**config.mk**
```make
export PLATFORM = sky130hd
export DESIGN_NAME = arb_mux_n
export DESIGN_NICKNAME = d
export VERILOG_FILES = /design/src/rtl/arb_mux_n.sv
export SDC_FILE = /design/constraint.sdc
export NUM_CORES = 1
export LEC_CHECK = 0
export CORE_ASPECT_RATIO = 1.4
export CORE_MARGIN = 2
export CORE_UTILIZATION = 38
export CTS_BUF_LIST = sky130_fd_sc_hd__clkbuf_4
export DETAILED_ROUTE_END_ITERATION = 12
export PLACE_DENSITY_LB_ADDON = 0.08
export SLEW_MARGIN = 5
export SYNTH_ARGS = -nofsm -noshare
export SYNTH_HDL_FRONTEND = slang
export SYNTH_SLANG_ARGS = --single-unit
```
**constraint.sdc**
```tcl
create_clock -name CLK -period 3.01 [get_ports CLK]
set_input_delay 0.602 -clock CLK [delete_from_list [all_inputs] [get_ports CLK]]
set_output_delay 0.602 -clock CLK [all_outputs]
set_load 0.05 [all_outputs]
```
**src/rtl/arb_mux_n.sv**
```systemverilog
// NCH-channel operand mux with forced-select or round-robin grant and a one-entry registered output stage.
// Optional macro ARB_MUX_XFER_CNT_EN adds a saturating output-handshake counter (Xfer_cnt, Cnt_clr).
module arb_mux_n #(
    parameter int WIDTH = 16,
    parameter int NCH   = 4,
    parameter int SELW  = 2
) (
    input  logic                  CLK,
    input  logic                  Reset_n,
    input  logic [NCH*WIDTH-1:0]  In,
    input  logic [NCH-1:0]        In_valid,
    output logic [NCH-1:0]        In_ready,
    input  logic                  Mode,
    input  logic [SELW-1:0]       OP,
    output logic [WIDTH-1:0]      Out,
    output logic                  Out_valid,
    input  logic                  Out_ready,
`ifdef ARB_MUX_XFER_CNT_EN
    output logic [SELW-1:0]       Out_ch,
    output logic [15:0]           Xfer_cnt,
    input  logic                  Cnt_clr
`else
    output logic [SELW-1:0]       Out_ch
`endif
);

    localparam logic [SELW:0] NCH_W = (SELW+1)'(NCH);

    typedef enum logic {
        EMPTY = 1'b0,
        FULL  = 1'b1
    } state_t;

    state_t            state_r;
    state_t            state_nxt_s;
    logic [WIDTH-1:0]  out_r;
    logic [SELW-1:0]   out_ch_r;
    logic [SELW-1:0]   ptr_r;

    logic              ld_s;
    logic              fixed_vld_s;
    logic              rr_vld_s;
    logic [SELW-1:0]   rr_gnt_s;
    logic [SELW:0]     rr_sum_s;
    logic [SELW:0]     rr_idx_s;
    logic              gnt_vld_s;
    logic [SELW-1:0]   gnt_s;
    logic [WIDTH-1:0]  sel_data_s;
    logic [NCH-1:0]    in_ready_s;

    assign ld_s = (state_r == EMPTY) | Out_ready;

    // Forced select: an OP value outside 0..NCH-1 matches no channel and so never grants.
    always_comb begin
        fixed_vld_s = 1'b0;
        for (int i = 0; i < NCH; i++) begin
            fixed_vld_s = fixed_vld_s | ((OP == SELW'(i)) & In_valid[i]);
        end
    end

    // Round-robin scan from ptr; walking offsets downwards lets the nearest requester win.
    always_comb begin
        rr_vld_s = 1'b0;
        rr_gnt_s = '0;
        rr_sum_s = '0;
        rr_idx_s = '0;
        for (int k = NCH - 1; k >= 0; k--) begin
            rr_sum_s = {1'b0, ptr_r} + (SELW+1)'(k);
            rr_idx_s = (rr_sum_s >= NCH_W) ? (rr_sum_s - NCH_W) : rr_sum_s;
            rr_gnt_s = In_valid[rr_idx_s[SELW-1:0]] ? rr_idx_s[SELW-1:0] : rr_gnt_s;
            rr_vld_s = rr_vld_s | In_valid[rr_idx_s[SELW-1:0]];
        end
    end

    assign gnt_vld_s = ld_s & (Mode ? rr_vld_s : fixed_vld_s);
    assign gnt_s     = Mode ? rr_gnt_s : OP;

    // Granted channel's data and its one-hot ready, held off entirely during reset.
    always_comb begin
        sel_data_s = '0;
        in_ready_s = '0;
        for (int i = 0; i < NCH; i++) begin
            sel_data_s    = (gnt_s == SELW'(i)) ? In[i*WIDTH +: WIDTH] : sel_data_s;
            in_ready_s[i] = gnt_vld_s & Reset_n & (gnt_s == SELW'(i));
        end
    end

    assign In_ready = in_ready_s;

    // Output-stage occupancy register.
    always_ff @(posedge CLK or negedge Reset_n) begin
        if (!Reset_n) begin
            state_r <= EMPTY;
        end else begin
            state_r <= state_nxt_s;
        end
    end

    // Occupancy next state: a load either refills the stage or drains it.
    always_comb begin
        state_nxt_s = state_r;
        case (state_r)
            EMPTY:   state_nxt_s = gnt_vld_s ? FULL : EMPTY;
            FULL:    state_nxt_s = ld_s ? (gnt_vld_s ? FULL : EMPTY) : FULL;
            default: state_nxt_s = EMPTY;
        endcase
    end

    // Data, source index and round-robin pointer; ptr only advances on round-robin grants.
    always_ff @(posedge CLK or negedge Reset_n) begin
        if (!Reset_n) begin
            out_r    <= '0;
            out_ch_r <= '0;
            ptr_r    <= '0;
        end else if (gnt_vld_s) begin
            out_r    <= sel_data_s;
            out_ch_r <= gnt_s;
            if (Mode) begin
                ptr_r <= (gnt_s == SELW'(NCH - 1)) ? '0 : gnt_s + SELW'(1);
            end else begin
                ptr_r <= ptr_r;
            end
        end else begin
            out_r    <= out_r;
            out_ch_r <= out_ch_r;
            ptr_r    <= ptr_r;
        end
    end

    assign Out       = out_r;
    assign Out_ch    = out_ch_r;
    assign Out_valid = (state_r == FULL);

`ifdef ARB_MUX_XFER_CNT_EN
    logic [15:0] xfer_cnt_r;

    // Saturating handshake counter; clear wins over a same-cycle handshake.
    always_ff @(posedge CLK or negedge Reset_n) begin
        if (!Reset_n) begin
            xfer_cnt_r <= 16'h0000;
        end else if (Cnt_clr) begin
            xfer_cnt_r <= 16'h0000;
        end else if ((state_r == FULL) && Out_ready && (xfer_cnt_r != 16'hFFFF)) begin
            xfer_cnt_r <= xfer_cnt_r + 16'h0001;
        end else begin
            xfer_cnt_r <= xfer_cnt_r;
        end
    end

    assign Xfer_cnt = xfer_cnt_r;
`endif

endmodule

```
-- Word-level counts from Yosys, hierarchy flattened
Index checks and enable logic that the tools add are counted.
- eq/ne operators: 6
- $mul: 0
- shift-type cells: 0
- reduce and logical (&&, ||, !) cells: 3
- add/sub/neg operators: 8
- divide/modulo/power cells: 0
- order comparisons: 8
- bitwise gates (word level): 18
- multiplexer cells: 26
- operator list (cell ; number):
    $mux W16 ; 4
    $mux W2 ; 10
    $lt A2 B3 Y1 const B ; 4
    $and A1 B1 Y1 ; 10
    $ge A3 B3 Y1 const B ; 3
    $bmux W1 S2 ; 4
    $eq A2 B2 Y1 const B ; 4
    $sub A2 B1 Y2 const B ; 4
    $mux W1 ; 7
    $or A1 B1 Y1 ; 7
    $add A2 B2 Y3 const B ; 2
    $eq A2 B1 Y1 const B ; 2
    $logic_not A2 Y1 ; 2
    $add A2 B1 Y3 const B ; 1
    $ge A2 B3 Y1 const B ; 1
    $add A2 B1 Y2 const B ; 1
    $pmux W1 S2 ; 1
    $reduce_and A2 Y1 ; 1
    $not A1 Y1 ; 1
- register bits after elaboration: 21
- ROM bits: 0
- bits in writable memories: 0
- logic and storage cells: 73
- latch bits: 0
- bits of input ports: 74
- memories kept: 0
- output and inout port bits: 23

-- Depth between registers and ports, before layout
- depth in word-level cells: 15
- mapped depth: 13
- mapped depth without buffers: 11

-- Worst setup path after synthesis
OpenSTA, ideal clock, no wires.
- kind: input-to-output
- start point: input port In_valid[0]
- end point: output port In_ready[3]
- cell stages on the path: 7
- arrival time: 2.550 ns
- buffers on the path: 2
- slack: -0.142 ns
- path through: or4_1 o311ai_1 o22a_2 ha_1 clkbuf_1 clkbuf_1 and3_1
- longest elaborated chain between the ends: 9
- elaborated cells between the ends (all ways): 25
- those cells by class: 1 x eq/ne; 14 x mux; 10 x bitwise
- ends and longest elaborated chain (what ; RTL line ; RTL):
    start, declared ; 11 ; input logic [NCH-1:0] In_valid,
    $bmux W1 S2 ; 70 ; rr_gnt_s = In_valid[rr_idx_s[SELW-1:0]] ? rr_idx_s[SELW-1:0] : rr_gnt_s;
    $mux W1 (implied by the code) ; 70 ;
    $mux W2 (3 in a row) ; 70 ;
    $mux W2 * ; 70 ;
    $mux W2 * ; 76 ; assign gnt_s = Mode ? rr_gnt_s : OP;
    via gnt_s[0] ; 47 ; logic [SELW-1:0] gnt_s;
    $eq A2 B2 Y1 * ; 84 ; in_ready_s[i] = gnt_vld_s & Reset_n & (gnt_s == SELW'(i));
    $and A1 B1 Y1 * ; 84 ;
    end, declared ; 12 ; output logic [NCH-1:0] In_ready,
Mark *: on every way through the listed nets, which the timed path passes. The rest lies on a longest branch. The select of a mux whose other input is x is not followed.

-- Worst setup path in the final report
- start point: input port In_valid[3]
- end point: output port In_ready[0]
- longest elaborated chain between the ends: 9
- elaborated cells between the ends (all ways): 23
- those cells by class: 14 x mux; 8 x bitwise; 1 x reduce/logical
- ends and longest elaborated chain (what ; RTL line):
    $bmux W1 S2 ; 70
    $mux W1 (implied by the code) ; 70
    $mux W2 (3 in a row) ; 70
    $mux W2 * ; 70
    $mux W2 * ; 76
    via gnt_s[0] ; 47
    $logic_not A2 Y1 * ; 84
    $and A1 B1 Y1 * ; 84
Marks and branches as above.

==> impl_metrics.csv <==
group,metric,value,unit
synth,synthXorXnorAreaFrac,0,%
synth,synth_top_area_share,34.9,%
placement,hpwl,4190,µm
sta,timing.fmax,337,MHz
placement,gp_congestion,0.809,
drt,viasPerCell,5.30,
finish,finalInstanceArea,2770,µm²
worst_setup_path,cp_data_arrival_time,2.37,ns
clocking,clk_latency,0.31,ns
finish,seq_area,528,µm²
pwr,peakVddDrop,0.000845,V
sta,hold_slack,0.495,ns
drt,vias,1797,
clocking,htree_levels,1,
synth,avgSynthCellArea,8.14,µm²
worst_setup_path,crit_chain,"buf_2, nor2_1, or4_4, o311ai_4, o22a_2, inv_2, ha_2, buf_4, and3_1, buf_6",
pwr,p_clk_share,7.0,%
synth,syn_nets,263,
clocking,numClockSinks,21,
sta,worst_pin_slew,0.503,ns
synth,synth_compound_area_share,25.2,%
sta,drv_slew,0,
grt,grt_usage,24.3,%
worst_setup_path,critical_path_required,2.41,ns
sta,skew,0.00995,ns
worst_setup_path,critPathMaxStageDelay,0.55,ns
synth,ys_warn_count,0,
clocking,cts-root-buf,"clkbuf_4",
sta,relSlewSlack,66.3,%
synth,synth_top_area_cell,"dfrtp_1",
pwr,netSwitchingFraction,47.6,%
floorplanning,dieArea,4490,µm²
floorplanning,die_y,78.5,µm
pwr,pwr-share-comb,68.8,%
finish,area_growth,84.0,%
clocking,clkTransAtPathRegs,0.12,ns
worst_setup_path,worst-r2r-setup-slack,0.30,ns
worst_setup_path,critPathKind,"in2out",
floorplanning,placementRows,27,
sta,fin_crit,2.97,ns
finish,fill_cells,347,
grt,antenna_found_initial,0,
grt,grt_pass1_wl,8490,µm
finish,fin_nets,375,
sta,rsz0062_at_grt,"yes",
synth,muxShareOfSynthArea,3.24,%
synth,yosysSeqAreaShare,34.9,%
synth,yosys.area_share.simple,27.1,%
worst_setup_path,end_kind,"output pin",
drt,antenna_left,0,
worst_setup_path,cp_slowest_cell,"or4_4",
drt,drcViolationCount,0,
drt,wl_per_cell,15.9,µm
synth,synth_fa_ha_area_share,3.32,%
worst_hold_path,hp-class,"reg2reg",
finish,diodes,0,
outcome,outcome,"complete, no violations",
floorplanning,die_w,57.2,µm
finish,multi_input_area,951,µm²
finish,layout-drive-gt1-share,19.9,%
synth,synth_cell_types,34,
worst_setup_path,cp-start-kind,"input port",
pwr,pwr-share-seq,24.2,%
synth,netlist_instances,185,
flow_run,maxCapViolCount,0,
drt,firstDrtPassIters,4,
pwr,fin_total_pwr,1.91,mW
grt,grt_max_degree,35,
placement,placed_cell_area,2650,µm²
drt,dr.first_iter.drc_count,51,
grt,grt_pass1_vias,1861,
floorplanning,core-area,3880,µm²
worst_setup_path,path_max_fanout,7,
synth,synth.ff_latch_count,21,
floorplanning,start_util,38.8,%
floorplanning,design.portCount,97,
sta,setup_viol,0,
pwr,p_switching,908,µW
sta,hold_viol,0,
worst_setup_path,path_delay_family,"simple AND/OR/NAND/NOR gates",
clocking,ctsHoldBuffers,0,
clocking,cts_buffers,3,
sta,fin_crit_sh,98.7,%
pwr,p_int,1.00,mW
drt,routed_wl,5380,µm
grt,grt-ovfl-total,0,
worst_setup_path,worst-path-buf-inv,4,
placement,io_buffers,96,
sta,fin_tns_setup,0,ns
pwr,power-per-cell-area,689,nW/µm²
synth,synth_top_family_by_area,"simple AND/OR/NAND/NOR gates",
pwr,leakage,1.14,nW
synth,synth_area,1510,µm²
clocking,clock_path_buffers,2,
clocking,cts_tree,"yes",
synth,synth.area.top_cells,"dfrtp_1 35%, a221oi_1 8.7%, o21ai_0 7.6%",
[synth_stat cells]
cell,number
nor3b_1,1
and3_1,4
ha_1,4
clkbuf_1,8
mux2_4,1
a221oi_1,15
buf_4,3
a21oi_1,19
nand3b_4,1
mux2_2,1
buf_2,2
a31oi_1,1
nor2b_1,18
nand2b_1,2
nand3_1,3
nor2_2,1
or4b_1,1
inv_1,4
mux4_2,1
o22a_2,1
a22oi_1,1
clkbuf_2,2
nand4b_1,1
dfrtp_1,21
nor2_1,4
nand2_1,21
o21ai_0,23
nand3b_1,1
or4_1,1
o22ai_1,1
nor3_1,15
inv_4,1
o311ai_1,1
or3_1,1
[kinds of logic after synthesis]
| logic type | after synthesis |
|---|---|
| flops | 21 |
| buf+inv | 20 |
| compound gates | 62 |
| simple gates | 75 |
| fa+ha+maj | 4 |
| mux | 3 |
[state kept, by name (all words and copies together), names as in the netlist]
signal / cells
Out: 16
Out_ch: 2
Out_valid: 1
ptr_r: 2
[final timing paths]
path                                           start                   end  cells after the start
worst max register to register  ptr_r[0]$_DFFE_PN0P_    Out[0]$_DFFE_PN0P_                     11
worst min-delay path              Out[7]$_DFFE_PN0P_    Out[7]$_DFFE_PN0P_                      2
max in group asynchronous                    Reset_n   Out[12]$_DFFE_PN0P_                      2
worst max-delay path                     In_valid[3]           In_ready[0]                     10
worst min register to register    Out[7]$_DFFE_PN0P_    Out[7]$_DFFE_PN0P_                      2
min in group asynchronous                    Reset_n  ptr_r[0]$_DFFE_PN0P_                      1
[tightest hold or removal path: cells and delay by family, from the launching register on]
kind | cells | cell delay [ns]
AND/OR/NAND/NOR | 1 | 0.05
AO/OA/AOI/OAI | 1 | 0.06
flip-flops | 1 | 0.36
[per-stage QoR]
step | utilization [%] | setup slack [ns] | instances
floorplan | - | -0.0287 | 185
finish | 71.3 | 0.0397 | 339
global route | 71.3 | -0.0202 | 339
detailed placement | 68.2 | -0.668 | 330
global placement | 68.2 | -0.640 | 330
CTS | 71.1 | -0.00129 | 339
[area by class of cell]
cell class                      instances  area share, %
Clock inverter                          1          0.181
Tap cell                               43           1.94
Multi-Input combinational cell        144           34.3
Timing Repair Buffer                  122           42.9
Sequential cell                        21           19.1
Inverter                                5          0.767
Clock buffer                            3          0.813
[placed cells by master, fill, tap and decap left out, types with 3 or more instances in the layout]
cell type / synthesis / layout
nand3_1: 3 / 3
a21oi_1: 19 / 19
o21ai_0: 23 / 22
dfrtp_1: 21 / 19
nand2_1: 21 / 21
inv_1: 4 / 3
clkdlybuf4s50_1: 0 / 87
clkbuf_4: 0 / 3
buf_4: 3 / 23
nor3_1: 15 / 15
buf_6: 0 / 3
nor2b_1: 18 / 17
buf_12: 0 / 4
nor2_1: 4 / 4
a221oi_1: 15 / 15
[metal layers]
layer | track usage, % | vias to the layer above | part of all wire (%)
met5 | 0 | - | 0
met4 | 7.44 | 0 | 3.5
met3 | 4.61 | 14 | 5.8
met2 | 49.7 | 78 | 56
met1 | 23.4 | 804 | 35
li1 | - | 901 | -
[repair_timing]
item,4_1_cts,5_1_grt
endpoints found under the setup margin,19,14
buffers inserted,5,0
pin swaps,2,4
gates resized for setup,19,15
[power groups by stage]
stage                     logic, mW  registers [mW]  clock network, mW
after floorplan               0.433           0.778                  0
after global placement         1.23           0.464                  0
after CTS                      1.30           0.461              0.139
after global routing           1.41           0.475              0.154
after detailed placement       1.24           0.467                  0
final                          1.31           0.462              0.134
No activity file was read; power rests on OpenSTA's default activity.
